[config.mk]
export PLATFORM = sky130hd
export DESIGN_NAME = uart_tx_arbiter
export DESIGN_NICKNAME = d
export VERILOG_FILES = /design/src/rtl/uart_tx_arbiter.sv
export SDC_FILE = /design/constraint.sdc
export NUM_CORES = 1
export LEC_CHECK = 0
export CORE_MARGIN = 4
export CORE_UTILIZATION = 38
export DETAILED_ROUTE_END_ITERATION = 8
export PLACE_DENSITY = 0.8
export SLEW_MARGIN = 20
export SYNTH_ARGS = -nofsm -noshare
export SYNTH_HDL_FRONTEND = slang
export SYNTH_SLANG_ARGS = --single-unit
[constraint.sdc]
create_clock -name clk -period 2.25 [get_ports clk]
set_input_delay 0.225 -clock clk [delete_from_list [all_inputs] [get_ports clk]]
set_output_delay 0.225 -clock clk [all_outputs]
set_load 0.01 [all_outputs]
[src/rtl/uart_tx_arbiter.sv]
// Round-robin arbiter sharing one UART transmitter among NUM_REQ byte producers.
// Optional WAIT-state abort timer enabled by defining TX_TIMEOUT_EN.
//
// state | meaning
// IDLE  | no transfer; pick next requester round-robin
// LOAD  | winner's byte on data_in, settling one cycle
// START | tx_start pulse high for this cycle
// WAIT  | hold data_in until tx_done (or timeout)
// DONE  | ack pulse to winner, advance round-robin pointer
module uart_tx_arbiter #(
  parameter int NUM_REQ        = 4,
  parameter int BYTE_WIDTH     = 8,
  parameter int TIMEOUT_CYCLES = 4096
) (
  input  logic                          clk,
  input  logic                          rst,
  input  logic [NUM_REQ-1:0]            req,
  input  logic [NUM_REQ*BYTE_WIDTH-1:0] req_data,
  output logic [NUM_REQ-1:0]            ack,
  output logic [$clog2(NUM_REQ)-1:0]    grant_id,
  output logic                          busy,
  output logic [BYTE_WIDTH-1:0]         data_in,
  output logic                          tx_start,
  input  logic                          tx_done,
  output logic                          timeout_err
);

  localparam int GW = $clog2(NUM_REQ);
  localparam logic [GW-1:0] LAST_IDX = GW'(NUM_REQ - 1);

  localparam logic [2:0] S_IDLE  = 3'd0;
  localparam logic [2:0] S_LOAD  = 3'd1;
  localparam logic [2:0] S_START = 3'd2;
  localparam logic [2:0] S_WAIT  = 3'd3;
  localparam logic [2:0] S_DONE  = 3'd4;

  if (NUM_REQ < 2 || NUM_REQ > 16 || BYTE_WIDTH < 1 || TIMEOUT_CYCLES < 2) begin : g_param_check
    $error("uart_tx_arbiter: illegal parameter set");
  end

  logic [2:0]            state;
  logic [GW-1:0]         last_grant;
  logic                  found;
  logic [GW-1:0]         pick;
  logic [GW-1:0]         cand;
  logic [BYTE_WIDTH-1:0] pick_byte;

  // Search starts one past the last winner; wrap is explicit so non-power-of-two counts work.
  always_comb begin
    found = 1'b0;
    pick  = '0;
    cand  = last_grant;
    for (int k = 0; k < NUM_REQ; k++) begin
      cand = (cand == LAST_IDX) ? '0 : cand + 1'b1;
      if (!found && req[cand]) begin
        found = 1'b1;
        pick  = cand;
      end
    end
  end

  always_comb begin
    pick_byte = '0;
    for (int i = 0; i < NUM_REQ; i++) begin
      if (pick == GW'(i)) pick_byte = req_data[i*BYTE_WIDTH +: BYTE_WIDTH];
    end
  end

`ifdef TX_TIMEOUT_EN
  localparam int TW = $clog2(TIMEOUT_CYCLES);
  localparam logic [TW-1:0] WAIT_LIMIT = TW'(TIMEOUT_CYCLES - 1);
  logic [TW-1:0] wait_cnt;
  logic          timeout_q;
  assign timeout_err = timeout_q;
`else
  assign timeout_err = 1'b0;
`endif

  always_ff @(posedge clk) begin
    if (rst) begin
      state      <= S_IDLE;
      last_grant <= LAST_IDX;
      grant_id   <= '0;
      data_in    <= '0;
      tx_start   <= 1'b0;
      ack        <= '0;
      busy       <= 1'b0;
`ifdef TX_TIMEOUT_EN
      wait_cnt   <= '0;
      timeout_q  <= 1'b0;
`endif
    end else begin
      tx_start <= 1'b0;
      ack      <= '0;
      case (state)
        S_IDLE: begin
          if (found) begin
            state    <= S_LOAD;
            grant_id <= pick;
            data_in  <= pick_byte;
            busy     <= 1'b1;
          end
        end
        S_LOAD: begin
          state    <= S_START;
          tx_start <= 1'b1;
        end
        S_START: begin
          state <= S_WAIT;
`ifdef TX_TIMEOUT_EN
          wait_cnt <= '0;
`endif
        end
        S_WAIT: begin
          if (tx_done) begin
            state         <= S_DONE;
            ack[grant_id] <= 1'b1;
          end
`ifdef TX_TIMEOUT_EN
          // Abort still acks so a dead UART cannot lock out the requester.
          else if (wait_cnt == WAIT_LIMIT) begin
            state         <= S_DONE;
            ack[grant_id] <= 1'b1;
            timeout_q     <= 1'b1;
          end else begin
            wait_cnt <= wait_cnt + 1'b1;
          end
`endif
        end
        S_DONE: begin
          state      <= S_IDLE;
          last_grant <= grant_id;
          busy       <= 1'b0;
        end
        default: begin
          state <= S_IDLE;
          busy  <= 1'b0;
        end
      endcase
    end
  end

endmodule

# ---- Word-level counts from Yosys, hierarchy flattened
# Index checks and enable logic that the tools add are counted.
dict set report word_totals {
  ff_bits 21
  latch_bits 0
  ram_bits 0
  rom_bits 0
  in_bits 39
  output_inout_bits 17
  word_cells 79
  n_memories 0
}
dict set report classes {
  n_addsub 4
  n_mul 0
  div_mod_pow 0
  n_lt_le_gt_ge 6
  eq_ne 13
  shift 0
  n_mux 32
  bitwise 3
  n_reduce_logical 14
}
# op count
set op_table {}
lappend op_table {{2-to-1 mux 8 bit} 4}
lappend op_table {{2-to-1 mux 2 bit} 8}
lappend op_table {{less-than comparator 2 x 3 -> 1 bit, second input constant} 5}
lappend op_table {{equality test 2 bit, second input constant} 6}
lappend op_table {{case mux 3 bit (4 select lines)} 1}
lappend op_table {{2-to-1 mux 1 bit} 11}
lappend op_table {{adder 2 x 1 -> 2 bit, second input constant} 4}
lappend op_table {{binary-select mux 1 bit (select 2 bit)} 4}
lappend op_table {{equality test 3 x 2 -> 1 bit, second input constant} 2}
lappend op_table {{2-to-1 mux 3 bit} 2}
lappend op_table {{AND reduction 2 bit} 3}
lappend op_table {{OR reduction 3 bit} 2}
lappend op_table {{logical AND 1 bit} 4}
lappend op_table {{inequality test 2 bit, second input constant} 2}
lappend op_table {{equality test 3 x 1 -> 1 bit, second input constant} 1}
lappend op_table {{equality test 3 bit, second input constant} 1}
lappend op_table {{zero test 1 bit} 3}
lappend op_table {{zero test 3 bit} 1}
lappend op_table {{NOT 1 bit} 3}
lappend op_table {{demux 1 bit (select 2 bit)} 1}
lappend op_table {{equality test 2 x 1 -> 1 bit, second input constant} 1}
lappend op_table {{greater-or-equal comparator 2 x 1 -> 1 bit, second input constant} 1}
lappend op_table {{zero test 2 bit} 1}
lappend op_table {{case mux 1 bit (2 select lines)} 1}

# ---- Depth between registers and ports, before layout
# Gate-level depths: netlist of the first run.
dict set report logic_depth {
  depth_word 19
  mapped_depth 9
}

# ---- Worst setup path after synthesis of the first run
# No wires, ideal clock.
dict set report synth_timing {
  path_type {register -> register}
  startpoint {register last_grant[0]}
  endpoint {register data_in[7]}
  setup_time_ps 116
  arrival_time_ps 2217
  required_time_ps 2134
  slack_ps -83
  stages_incl_launch_ff 9
  synth_period_minus_slack_ps 2333
  cell_sequence {dfxtp_1 ha_1 buf_6 inv_2 a221oi_2 o22ai_2 a211oi_4 mux2_2 o211a_1}
}
dict set report synth_via {
  elab_chain_len 19
  elab_cells_between_ends 43
  classes_between {add/sub (4); eq/ne (7); mux (24); reduce/logical (8)}
}
# element line_no
set synth_rtl {}
lappend synth_rtl {{from (decl)} 42} ;# logic [GW-1:0] last_grant;
lappend synth_rtl {{from (signal assigned)} 132} ;# last_grant <= grant_id;
lappend synth_rtl {{adder 2 x 1 -> 2 bit or equality test 2 bit (tied branches)} 54} ;# cand = (cand == LAST_IDX) ? '0 : cand + 1'b1;
lappend synth_rtl {{2-to-1 mux 2 bit *} 54}
lappend synth_rtl {{parallel branches: the longest is 17 deep, another holds adder 2 x 1 -> 2 bit} n/a}
lappend synth_rtl {{to (signal assigned)} 100} ;# data_in <= pick_byte;
lappend synth_rtl {{to (decl)} 22} ;# output logic [BYTE_WIDTH-1:0] data_in,
# Mark *: on every way between the ends. The select of a mux whose other input is x is not followed.
# A chain may end at the register's enable or synchronous reset.

# ---- Final worst setup path of the first run
# Ends and elaborated chain as after synthesis.

==> results.py, run 1 <==
metrics = {
    "min_path": {
        "hold_class": "reg2reg",
        "holdPathEnd": "data_in[2]",
        "whs_path_depth": 2,
        "hold_path.startpoint": "data_in[2]",
    },
    "cts": {
        "numCtsBuffers": 3,
        "holdBufCountCts": 0,
        "root_buffer": "clkbuf_4",
        "clk_pin_slew_worst_paths_ns": 0.12,
        "h-tree-depth": 1,
        "clk_path_buf_depth": 2,
        "cts_sinks": 21,
        "clock_latency_ns": 0.30,
        "cts_tree": "done",
    },
    "power": {
        "p_leak_nw": 0.836,
        "power_mw": 0.963,
        "vdd_drop_max_v": 0.000288,
        "powerDensity_mw_per_mm2": 451,
    },
    "finish": {
        "most-common-layout-cells": "54 x clkdlybuf4s50_1, 21 x buf_4, 19 x dfxtp_1",
        "areaGrowthSynthToFinish_pct": 59.9,
        "design_area_mm2": 0.00213,
        "diodes": 0,
        "mostFrequentLayoutCell": "clkdlybuf4s50_1",
        "num-nets-final": 262,
        "drive_above_1_share": 0.199,
        "fillers": 319,
    },
    "floorplanning": {
        "die_h_um": 67.2,
        "core_area_mm2": 0.00336,
        "die_w_um": 67.2,
        "rows": 21,
        "fp.dieArea_mm2": 0.00452,
        "io-pin-count": 56,
        "start_util": 0.397,
    },
    "flow_run": {
        "cap_violations": 0,
    },
    "global_routing": {
        "grt_pass1_vias": 1438,
        "grt.total_usage": 0.178,
        "grt_pass1_wl_um": 6270,
        "grt_max_degree": 17,
        "grt-ovfl-total": 0,
        "antenna_found_initial": 0,
    },
    "sta": {
        "holdWs_ns": 0.482,
        "skew_ns": 0.0100,
        "finalWorstPathRequiredPeriod_ns": 2.19,
        "rsz0062_at_grt": "true",
        "fin_crit_sh": 0.974,
        "report.final.slew_viol_count": 0,
        "setup_viol": 0,
        "fmax_mhz": 456,
        "hold_viol": 0,
    },
    "run_status": {
        "status": "finished clean",
    },
    "placement": {
        "place.gp.congestion": 0.829,
        "placed_area_mm2": 0.00208,
        "io_buffers": 54,
        "dp_hpwl_um": 2990,
    },
    "synthesis": {
        "async_reset_ff_frac": 0,
        "synth_cells": 147,
        "syn_area_mm2": 0.00133,
        "yosysUniqueCellTypes": 48,
        "avgSynthCellArea_um2": 9.07,
        "ys_warn_count": 0,
        "ys_seq_elements": 21,
        "ys.flop_type": "dfxtp_1",
        "synth_nets": 187,
        "yosysSeqAreaShare": 0.315,
        "synth_edf_count": 0,
    },
    "critical_path": {
        "critPathCaptureType": "flop",
        "slowest_stage": "dfxtp_2",
        "reg2reg_from": "last_grant[0]",
        "required_ns": 2.46,
        "crit_chain": "ha_4, nor4_2, a221oi_4, o22ai_2, a211oi_4, buf_6, mux2_2, o211a_1",
        "crit_fanout": 11,
        "arrival_ns": 2.41,
        "r2r_cells": 8,
        "r2r_slack_ns": 0.06,
        "path_class": "reg2reg",
        "r2r_end": "data_in[7]",
        "cpPeakStageDelay_ns": 0.36,
        "start_kind": "flop",
    },
    "routing": {
        "via_per_inst": 5.27,
        "routed_wl_um": 3820,
        "first_pass_iters": 4,
        "drtIter0Drc": 98,
        "postRouteAntennaNets": 0,
        "drc": 0,
        "routedWlPerCell_um": 14.3,
        "vias": 1407,
    },
}
==> synthesized netlist by cell type, drive strengths merged (3+ instances only) <==
master | count | area share
a211o | 3 | 0.020
a211oi | 3 | 0.030
a221oi | 4 | 0.044
and3 | 3 | 0.014
buf | 6 | 0.041
dfxtp | 21 | 0.32
inv | 7 | 0.020
mux2i | 11 | 0.083
mux4 | 3 | 0.053
nand2 | 12 | 0.034
nand3 | 7 | 0.030
nor2 | 14 | 0.039
nor3 | 5 | 0.019
o21ai | 12 | 0.045
o221ai | 5 | 0.033
==> power by group <==
group / switching [mW] / total (mW) / internal (mW) / leakage (nW)
Clock: 0.113 / 0.182 / 0.0691 / 0.0150
Combinational: 0.141 / 0.351 / 0.210 / 0.650
Sequential: 0.0254 / 0.430 / 0.405 / 0.171
==> per-stage QoR <==
step	util	setup slack, ns	TNS [ns]	instances
5_1_grt	0.634	-0.0400	-0.183	267
3_5_place_dp	0.618	-0.245	-2.00	262
3_3_place_gp	0.618	-0.209	-1.55	262
6_report	0.634	0.0580	0	267
4_1_cts	0.628	0.0129	0	266
2_1_floorplan	-	0.0234	0	147
==> cell type report <==
class / instances / area [um^2] / area share
Multi-Input combinational cell: 111 / 851 / 0.399
Tap cell: 46 / 57.6 / 0.0270
Inverter: 7 / 26.3 / 0.0123
Sequential cell: 21 / 423 / 0.198
Clock buffer: 4 / 26.3 / 0.0123
Timing Repair Buffer: 78 / 749 / 0.351
==> worst max-delay path: cells and delay by family (launching register included) <==
kind	cells	cell delay (ns)
AO/OA/AOI/OAI	4	0.81
adder cells (fa/ha/maj)	1	0.35
multiplexers	1	0.33
flip-flops	1	0.36
AND/OR/NAND/NOR	1	0.08
buffers and inverters	1	0.16
==> cell families after synthesis <==
logic type / share of synthesized area
AOI/OAI and AO/OA: 0.249
xor gates and xnor gates: 0.00657
adders and majority gates: 0.00938
buffers and inverters: 0.0666
DFF: 0.315
muxes: 0.153
other: 0.00281
and+or+nand+nor: 0.198
==> how the worst max path moves through the flow <==
stage	from	endpoint	slack, ns	cells past startpoint
floorplan	last_grant[0]	data_in[7]	0.02	7
global placement	req[2]	data_in[7]	-0.21	8
CTS	last_grant[1]	data_in[7]	0.01	8
finish	last_grant[0]	data_in[7]	0.06	8
global route	last_grant[0]	data_in[5]	-0.04	9
detailed placement	req[2]	data_in[7]	-0.24	8
==> layer usage <==
metal,GRT usage,wire [um]
met1,0.223,1680
met2,0.301,1890
met3,0.0433,202
met4,0.0532,44
met5,0,0
==> state kept, by name (all words and copies together), names as in the netlist <==
signal      cells
data_in         8
ack             4
state           3
grant_id        2
last_grant      2
busy            1
tx_start        1
==> repair_timing <==
| action | CTS | global route |
|---|---|---|
| setup buffers | 0 | 1 |
| gates resized for setup | 2 | 5 |
| pin swaps | 0 | 1 |
| gates cloned | 0 | 0 |
| endpoints found under the setup margin | 8 | 8 |
Note: power is estimated with default switching activity, not from simulation.
==> inputs of run 2 (changes only) <==
CTS_CLUSTER_DIAMETER = 150   (was default)
==> results of run 2 <==
Final layout, timing and power as in run 1 (identical DEF).
